==> src/rtl/life_gen_ctrl.sv <==
// life_gen_ctrl: generation scheduler for the Life cell array.
// Turns step/run/clear keys and a speed setting into whole-pass enables.
module life_gen_ctrl #(
    parameter int LOG2X = 3,
    parameter int LOG2Y = 3,
    parameter int SPW   = 4,
    parameter int GENW  = 16
) (
    input  logic                   clk,
    input  logic                   reset,
    input  logic                   key_step,
    input  logic                   key_run,
    input  logic                   key_clr,
    input  logic [SPW-1:0]         speed,
    output logic [LOG2X+LOG2Y-1:0] cnt,
    output logic                   upd_en,
    output logic                   clr_en,
    output logic                   running,
    output logic [GENW-1:0]        gen_cnt
);

    localparam int N = LOG2X + LOG2Y;

    typedef enum logic [1:0] {
        IDLE,
        UPD,
        CLR
    } state_t;

    // key order in the vectors: [0] step, [1] run, [2] clear
    logic [2:0]      r_sync1;
    logic [2:0]      r_sync2;
    logic [2:0]      r_sync_d;
    logic [2:0]      w_keys;
    logic [2:0]      w_ev;

    logic [N-1:0]    r_cnt;
    logic            w_last;

    state_t          r_state;
    state_t          w_next;
    logic            r_upd_en;
    logic            r_clr_en;
    logic [GENW-1:0] r_gen;

    logic            r_running;
    logic            r_step_pend;
    logic            r_clr_pend;
    logic [SPW-1:0]  r_pace;
    logic            w_pace_hit;

    assign w_keys     = {key_clr, key_run, key_step};
    assign w_ev       = r_sync_d & ~r_sync2;
    assign w_last     = (r_cnt == {N{1'b1}});
    assign w_pace_hit = r_running && (r_pace == speed);

    assign cnt     = r_cnt;
    assign upd_en  = r_upd_en;
    assign clr_en  = r_clr_en;
    assign running = r_running;
    assign gen_cnt = r_gen;

    // two-flop synchronizers plus a delay flop for release detection
    always_ff @(posedge clk or negedge reset) begin
        if (!reset) begin
            r_sync1  <= '0;
            r_sync2  <= '0;
            r_sync_d <= '0;
        end else begin
            r_sync1  <= w_keys;
            r_sync2  <= r_sync1;
            r_sync_d <= r_sync2;
        end
    end

    // free-running cell scan address
    always_ff @(posedge clk or negedge reset) begin
        if (!reset) begin
            r_cnt <= '0;
        end else begin
            r_cnt <= r_cnt + 1'b1;
        end
    end

    // next pass type, highest priority first
    always_comb begin
        w_next = IDLE;
        priority case (1'b1)
            r_clr_pend:  w_next = CLR;
            r_step_pend: w_next = UPD;
            w_pace_hit:  w_next = UPD;
            default:     w_next = IDLE;
        endcase
    end

    // pass state, enables and generation count move only at the wrap
    always_ff @(posedge clk or negedge reset) begin
        if (!reset) begin
            r_state  <= IDLE;
            r_upd_en <= 1'b0;
            r_clr_en <= 1'b0;
            r_gen    <= '0;
        end else if (w_last) begin
            r_state  <= w_next;
            r_upd_en <= (w_next == UPD);
            r_clr_en <= (w_next == CLR);
            if (r_state == UPD) begin
                r_gen <= r_gen + 1'b1;
            end else if (r_state == CLR) begin
                r_gen <= '0;
            end
        end
    end

    // pending flags: a set flag is always consumed at the next wrap
    always_ff @(posedge clk or negedge reset) begin
        if (!reset) begin
            r_step_pend <= 1'b0;
            r_clr_pend  <= 1'b0;
        end else begin
            r_step_pend <= (r_step_pend & ~w_last) | w_ev[0];
            r_clr_pend  <= (r_clr_pend & ~w_last) | w_ev[2];
        end
    end

    // run/pause toggle; a clear launch always stops free-run
    always_ff @(posedge clk or negedge reset) begin
        if (!reset) begin
            r_running <= 1'b0;
        end else if (w_last && (w_next == CLR)) begin
            r_running <= 1'b0;
        end else if (w_ev[1]) begin
            r_running <= ~r_running;
        end
    end

    // idle-pass pacing between generations while running
    always_ff @(posedge clk or negedge reset) begin
        if (!reset) begin
            r_pace <= '0;
        end else if (!r_running) begin
            r_pace <= '0;
        end else if (w_last) begin
            if (w_pace_hit || (w_next == UPD)) begin
                r_pace <= '0;
            end else begin
                r_pace <= r_pace + 1'b1;
            end
        end
    end

endmodule

==> config.mk <==
export PLATFORM = sky130hd
export DESIGN_NAME = life_gen_ctrl
export DESIGN_NICKNAME = d
export VERILOG_FILES = /design/src/rtl/life_gen_ctrl.sv
export SDC_FILE = /design/constraint.sdc
export NUM_CORES = 1
export LEC_CHECK = 0
export BUFFER_PORTS_ARGS = -buffer_cell sky130_fd_sc_hd__clkbuf_2
export CORE_MARGIN = 2
export CORE_UTILIZATION = 58
export DETAILED_ROUTE_END_ITERATION = 8
export GPL_TIMING_DRIVEN = 1
export PLACE_DENSITY = 0.83
export SLEW_MARGIN = 10
export SYNTH_ARGS = -nofsm -noshare
export SYNTH_HDL_FRONTEND = slang
export SYNTH_SLANG_ARGS = --single-unit
==> constraint.sdc <==
create_clock -name clk -period 3.2 [get_ports clk]
set_clock_uncertainty 0.2 [all_clocks]
set_input_delay 0.32 -clock clk [delete_from_list [all_inputs] [get_ports clk]]
set_output_delay 0.32 -clock clk [all_outputs]
set_load 0.02 [all_outputs]
Yosys cells after proc, flatten, opt, wreduce, memory -nomap -nowiden

Cells that the tools add are included.

Register bits after elaboration: 42
Bits of input ports: 9
Word-level logic and storage cells: 46

Add/sub/neg operators: 3
Eq/ne operators: 7
Muxes and demuxes: 10
Bitwise gates (word level): 8
Reductions and logical operators: 6

Operators with widths:

| operator                                             | count |
|---|---|
| two-way mux 16 bit                                   | 2 |
| adder 16 x 1 -> 16 bit (second input constant)       | 1 |
| two-way mux 4 bit                                    | 3 |
| adder 6 x 1 -> 6 bit (second input constant)         | 1 |
| equality test 6 bit (second input constant)          | 1 |
| adder 4 x 1 -> 4 bit (second input constant)         | 1 |
| equality test 2 x 1 -> 1 bit (second input constant) | 2 |
| equality test 2 bit (second input constant)          | 2 |
| equality test 4 bit                                  | 1 |
| two-way mux 1 bit                                    | 4 |
| nonzero test 2 bit                                   | 2 |
| bitwise AND 3 bit                                    | 1 |
| inverter 3 bit                                       | 1 |
| bitwise AND 1 bit                                    | 2 |
| logical AND 1 bit                                    | 2 |
| two-way mux 2 bit                                    | 1 |
| inequality test 2 bit (second input constant)        | 1 |
| inverter 1 bit                                       | 2 |
| OR 1 bit                                             | 2 |
| AND reduction 2 bit                                  | 1 |
| logical OR 1 bit                                     | 1 |

Logic depth before layout (Yosys ltp)

Gate-level depths: netlist (run 1).

Word-level depth: 10
Depth in mapped cells: 7
Mapped depth without buffers: 6

Least setup slack after synthesis (run 1)

Ideal clock, no wire load.

Kind: reg2reg
Start: reg upd_en (netlist name)
End: reg r_gen[14] (netlist: gen_cnt[14])
Data arrival time: 2,025 ps
Path slack: 898 ps
Cell stages (with the launch flop): 7
Buffers on the path: 1
Cell sequence: dfrtp_1 > ha_1 > nand3b_1 > or3_4 > buf_6 > or4_1 > a21oi_1

RTL lines:

| item                 | line | source |
|---|---|---|
| to (signal assigned) | 108  | `r_gen <= r_gen + 1'b1;` |
| to (decl)            | 44   | `logic [GENW-1:0] r_gen;` |

==> results of run 1 <==
-- worst max-delay path by stage --
stage	cells past startpoint	slack, ps	to	from
2_1_floorplan	6	900	gen_cnt[14]	upd_en
3_3_place_gp	5	1020	gen_cnt[13]	upd_en
3_5_place_dp	5	910	gen_cnt[13]	upd_en
4_1_cts	5	870	gen_cnt[13]	upd_en
5_1_grt	5	740	gen_cnt[15]	upd_en
6_report	5	860	gen_cnt[13]	upd_en
-- area by class of cell --
type                            count  area [um2]  share of cell area (%)
Clock buffer                        5        37.5                    1.74
Clock inverter                      3        46.3                    2.15
Inverter                            9        33.8                    1.57
Multi-Input combinational cell    119         753                    34.9
Sequential cell                    41        1030                    47.6
Tap cell                           44        55.1                    2.55
Timing Repair Buffer               37         205                    9.51
-- metal layers --
layer / part of all wire (%) / vias up / GRT usage, % / routed length (um)
li1: - / 710 / - / -
met1: 46 / 685 / 30.2 / 1650
met2: 47 / 40 / 34.6 / 1680
met3: 5.1 / 13 / 6.49 / 185
met4: 2.7 / 0 / 10.8 / 98
met5: 0 / - / 0 / 0
-- kinds of logic (layout without fill, tap and decap cells) --
| family | Yosys count | in the layout | synth area share, % |
|---|---|---|---|
| adder cells (fa/ha/maj) | 4 | 4 | 2.73 |
| AND/OR/NAND/NOR | 61 | 61 | 18.7 |
| multiplexers | 2 | 2 | 1.23 |
| buffers and inverters | 13 | 54 | 3.07 |
| XOR/XNOR | 9 | 9 | 4.29 |
| flip-flops | 41 | 41 | 55.9 |
| AO/OA/AOI/OAI | 43 | 43 | 14.0 |
-- synthesized netlist by cell type, types with 2 or more instances --
cell | n | area, um2
nand4_1 | 2 | 12.5
inv_1 | 9 | 33.8
dfrtp_1 | 41 | 1030
or4_1 | 6 | 45.0
nor4_1 | 2 | 12.5
nand2_1 | 14 | 52.6
or2_2 | 2 | 12.5
o21ai_0 | 17 | 85.1
xnor2_1 | 4 | 35.0
ha_1 | 4 | 50.1
mux2_2 | 2 | 22.5
clkbuf_1 | 3 | 11.3
and3_1 | 5 | 31.3
xor2_1 | 5 | 43.8
a21oi_1 | 9 | 45.0
a31oi_1 | 3 | 18.8
nor2_1 | 5 | 18.8
o31ai_1 | 9 | 67.6
nor2b_1 | 2 | 12.5
nand3_1 | 12 | 60.1
-- metrics by stage --
stage / instance area, um2 / instances / utilization, % / worst slack, ps / total power, mW
finish: 2160 / 258 / 71.2 / 858 / 0.957
global route: 2160 / 258 / 71.2 / 741 / 0.998
CTS: 2160 / 258 / 71.2 / 875 / 0.963
detailed placement: 2030 / 246 / 67.1 / 907 / 0.619
global placement: 2030 / 246 / 67.1 / 1020 / 0.616
floorplan: 1840 / 173 / - / 898 / 0.589
-- flip-flops by register name (all words and copies together), names as in the netlist --
| signal | count |
|---|---|
| r_state | 1 |
| r_sync1 | 3 |
| r_sync_d | 3 |
| cnt | 6 |
| gen_cnt | 16 |
| running | 1 |
| clr_en | 1 |
| r_pace | 4 |
| r_step_pend | 1 |
| r_sync2 | 3 |
| upd_en | 1 |
| r_clr_pend | 1 |
-- critical path, cell delays in order (launching register included) --
cell and delay (ps):
dfrtp_1 430, ha_1 320, nand3b_1 180, or3_4 440, or4_1 520, a21oi_1 170
-- where the power goes --
group / total (mW) / internal, mW / switching, mW
Clock: 0.345 / 0.165 / 0.179
Sequential: 0.542 / 0.530 / 0.0116
Combinational: 0.0703 / 0.0271 / 0.0432
Total: 0.957 / 0.723 / 0.234
-- what timing repair did --
item / 4_1_cts / 5_1_grt
hold endpoints to repair: 44 / 0
hold buffers: 4 / 0
endpoints found under the setup margin: 0 / 0
==> flow_summary.json, run 1 <==
{
  "outcome": "finished clean",
  "cts-root-buf": "clkbuf_4",
  "vias": 1448,
  "leakagePower_nw": 1.01,
  "core_um2": 3030,
  "slew_viol_final": 0,
  "synth.cell_area_um2": 1840,
  "fp.dieW_um": 60.3,
  "worst-setup-path-type": "reg2reg",
  "clock_sinks": 41,
  "post_cts_buffers": 0,
  "cts_tree": "built",
  "portBuffers": 33,
  "final_nets": 226,
  "crit_path_end_kind": "register",
  "die_h_um": 60.3,
  "synth_fp_nets": 186,
  "fillers": 231,
  "final_common_cell": "dfrtp_1",
  "clock.fmax_mhz": 427,
  "rrSetupSlack_ps": 860,
  "relSlewSlack_pct": 34.7,
  "fin_crit_sh_pct": 73.2,
  "hold-path-endpoint": "r_sync2[2]",
  "cts_buffers": 5,
  "required_ps": 3290,
  "syn_avg_cell_area_um2": 10.6,
  "ys_ff_latch": 41,
  "routed_wirelength_mm": 3.62,
  "clk_latency_ps": 360,
  "min_from": "r_sync1[2]",
  "place_hpwl_mm": 2.54,
  "drt_iter0_markers": 73,
  "ant_nets": 0,
  "grt_setup_unrepaired": "no",
  "setup_viol": 0,
  "ir_drop_mv": 0.323,
  "synthFlopType": "dfrtp_1",
  "yosysSeqAreaShare_pct": 55.9,
  "hold_ws_ps": 165,
  "arrival_ps": 2430,
  "htree_levels": 2,
  "syn_to_final_growth_pct": 17.5,
  "period_minus_slack_ps": 2340,
  "start_kind": "register",
  "gp_congestion": 0.771,
  "grt_pass1_vias": 1291,
  "ys_types": 37,
  "overflow": 0,
  "grt_usage_pct": 22.8,
  "ys_async_sr_fraction_pct": 100,
  "crit_path_max_fanout": 12,
  "drc": 0,
  "r2r-end": "gen_cnt[13]",
  "mostFrequentLayoutCells": "dfrtp_1, clkbuf_2, o21ai_0, nand2_1, nand3_1",
  "worst_hold_path_type": "reg2reg",
  "antenna_found_initial": 0,
  "rr_worst_depth": 5,
  "synth_edf_count": 0,
  "wl_per_cell_um": 14.0,
  "die_area_um2": 3630,
  "rr_startpoint": "upd_en",
  "hold_depth": 0,
  "firstDrtPassIters": 4,
  "tightest_slew_ps": 980,
  "grt_max_degree": 42,
  "n_antenna_cell": 0,
  "syn_inst": 173,
  "drive_above_1_share_pct": 22.9,
  "grt_pass1_wl_mm": 5.97,
  "finalSetupTns_ps": 0,
  "finalHoldViolations": 0,
  "via_per_inst": 5.61,
  "ctsResizeCount": 0,
  "initial_core_util_pct": 60.6,
  "max_cap_violations": 0,
  "yosysWarnings": 0,
  "fp-row-count": 20,
  "cts_max_path_buffers": 2,
  "powerDensity_nw_per_um2": 444,
  "clk_pin_slew_worst_paths_ps": 140,
  "pin_count": 34
}
(Power assumes the default switching activity.)
==> run 2, diff against run 1 <==
- CORE_UTILIZATION: 58 -> 54
- PLACE_DENSITY: 0.83 -> 0.78
- clock period: 3.2 -> 2.41 ns (I/O delays scaled with it)
==> run 2 against run 1 <==
  * Combinational power increased by 35%
  * Critical path depth unchanged
  * Total power increased by 43%
  * Die area increased by 6.9%
  * Non-clock buffer count increased by 2
  * Count of clock-buffer cells in the layout unchanged
  * Worst setup slack got worse by 730 ps
  * Via count increased by 2.3%
  * First-iteration DRC count increased by 23%
  * Fmax increased by 2.8%
  * Largest power group unchanged
  * Highest routed layer unchanged
==> flow_summary.json, run 2 (synthesis results as in run 1) <==
{
  "r2r-end": "gen_cnt[14]",
  "grt_max_degree": 42,
  "worst_hold_path_type": "reg2reg",
  "die_area_um2": 3880,
  "rrSetupSlack_ps": 130,
  "die_h_um": 62.3,
  "finalSetupTns_ps": 0,
  "total_power_mw": 1.37,
  "ant_nets": 0,
  "post_cts_buffers": 0,
  "final_util_pct": 66.4,
  "clk_pin_slew_worst_paths_ps": 120,
  "start_kind": "register",
  "tightest_slew_ps": 496,
  "setup_viol": 0,
  "antenna_found_initial": 0,
  "wl_per_cell_um": 14.1,
  "drive_above_1_share_pct": 23.6,
  "final_nets": 228,
  "n_antenna_cell": 0,
  "htree_levels": 2,
  "drt_iter0_markers": 90,
  "outcome": "finished clean",
  "fin_area_um2": 2200,
  "place_hpwl_mm": 2.58,
  "dp_slack_ps": 174,
  "clk_latency_ps": 350,
  "cts_max_path_buffers": 2,
  "powerDensity_nw_per_um2": 623,
  "crit_path_end_kind": "register",
  "fillers": 288,
  "via_per_inst": 5.66,
  "ir_drop_mv": 0.473,
  "crit_path_start": "upd_en",
  "cts_buffers": 5,
  "initial_core_util_pct": 55.4,
  "period_minus_slack_ps": 2280,
  "clock.fmax_mhz": 439,
  "fp.dieW_um": 62.3,
  "crit_path_end": "gen_cnt[14]",
  "cts_tree": "built",
  "slew_viol_final": 0,
  "grt_pass1_wl_mm": 6.40,
  "firstDrtPassIters": 4,
  "fin_crit_sh_pct": 94.6,
  "largest_reg_flops": 16,
  "gp_congestion": 0.786,
  "grt_pass1_vias": 1434,
  "max_stage_delay_ps": 490,
  "cts-root-buf": "clkbuf_4",
  "final_common_cell": "dfrtp_1",
  "crit_path_top_delay_cell": "or4_1",
  "crit_path_max_fanout": 12,
  "leakagePower_nw": 1.04,
  "dpl_cell_area_um2": 2050,
  "fp-row-count": 21,
  "rr_worst_depth": 5,
  "clock_sinks": 41,
  "setup_ws_ps": 131,
  "multi_input_area_um2": 753,
  "portBuffers": 33,
  "drc": 0,
  "pin_count": 34,
  "relSlewSlack_pct": 66.9,
  "max_cap_violations": 0,
  "path_cells": "ha_1 -> nand3b_1 -> or3_4 -> or4_1 -> a21oi_1",
  "sequential_cell_area_um2": 1030,
  "rr_startpoint": "upd_en",
  "finalHoldViolations": 0,
  "routed_wirelength_mm": 3.69,
  "vias": 1482,
  "mostFrequentLayoutCells": "dfrtp_1, clkbuf_2, o21ai_0, nand2_1, nand3_1",
  "core_um2": 3310,
  "grt_usage_pct": 21.3,
  "grt_setup_unrepaired": "no",
  "overflow": 0,
  "arrival_ps": 2350,
  "worst-setup-path-type": "reg2reg",
  "syn_to_final_growth_pct": 19.7,
  "required_ps": 2480
}
[run 2: repair_timing]
action / CTS / global route
setup endpoints to repair: 0 / 0
gates resized for setup: 0 / 0
hold endpoints to repair: 44 / 0
hold buffers: 4 / 0
[run 2: layout make-up]
class                           count  area share (%)
Clock inverter                      3            3.13
Clock buffer                        5            1.71
Sequential cell                    41            46.7
Inverter                            9            1.54
Timing Repair Buffer               39            10.0
Tap cell                           46            2.62
Multi-Input combinational cell    119            34.3
[run 2: worst min path at each step]
stage | endpoint | slack (ps) | startpoint | cells after the start
2_1_floorplan | clr_en | -250 | reset | 0
3_3_place_gp | gen_cnt[0] | 120 | reset | 2
3_5_place_dp | gen_cnt[9] | 130 | reset | 2
4_1_cts | r_sync2[1] | 160 | r_sync1[1] | 0
5_1_grt | r_sync2[1] | 180 | r_sync1[1] | 0
6_report | r_sync2[1] | 160 | r_sync1[1] | 0
[run 2: metal layers]
metal	global-route usage [%]	up-vias	wire, um
met5	0	-	0
met4	9.17	0	61
met3	6.34	7	136
met2	35.3	36	1880
met1	26.0	722	1610
li1	-	717	-
[run 2: worst max-delay path, delay by kind of cell (launching register included)]
| kind | cells | cell delay [ps] |
|---|---|---|
| simple gates | 3 | 1100 |
| flops | 1 | 420 |
| fa+ha+maj | 1 | 310 |
| compound gates | 1 | 180 |
[run 2: report_power, final]
| group | total (mW) | leakage [nW] | internal [mW] | switching, mW |
|---|---|---|---|---|
| sequential | 0.721 | 0.520 | 0.704 | 0.0167 |
| clock | 0.554 | 0.0558 | 0.326 | 0.228 |
| combinational | 0.0948 | 0.461 | 0.0376 | 0.0572 |
| total | 1.37 | 1.04 | 1.07 | 0.301 |
[run 2: per-stage QoR]
stage,hold slack (ps),instances
final,162,262
after global routing,176,262
after CTS,164,262
after detailed placement,129,250
after global placement,123,250
after floorplan,-255,173
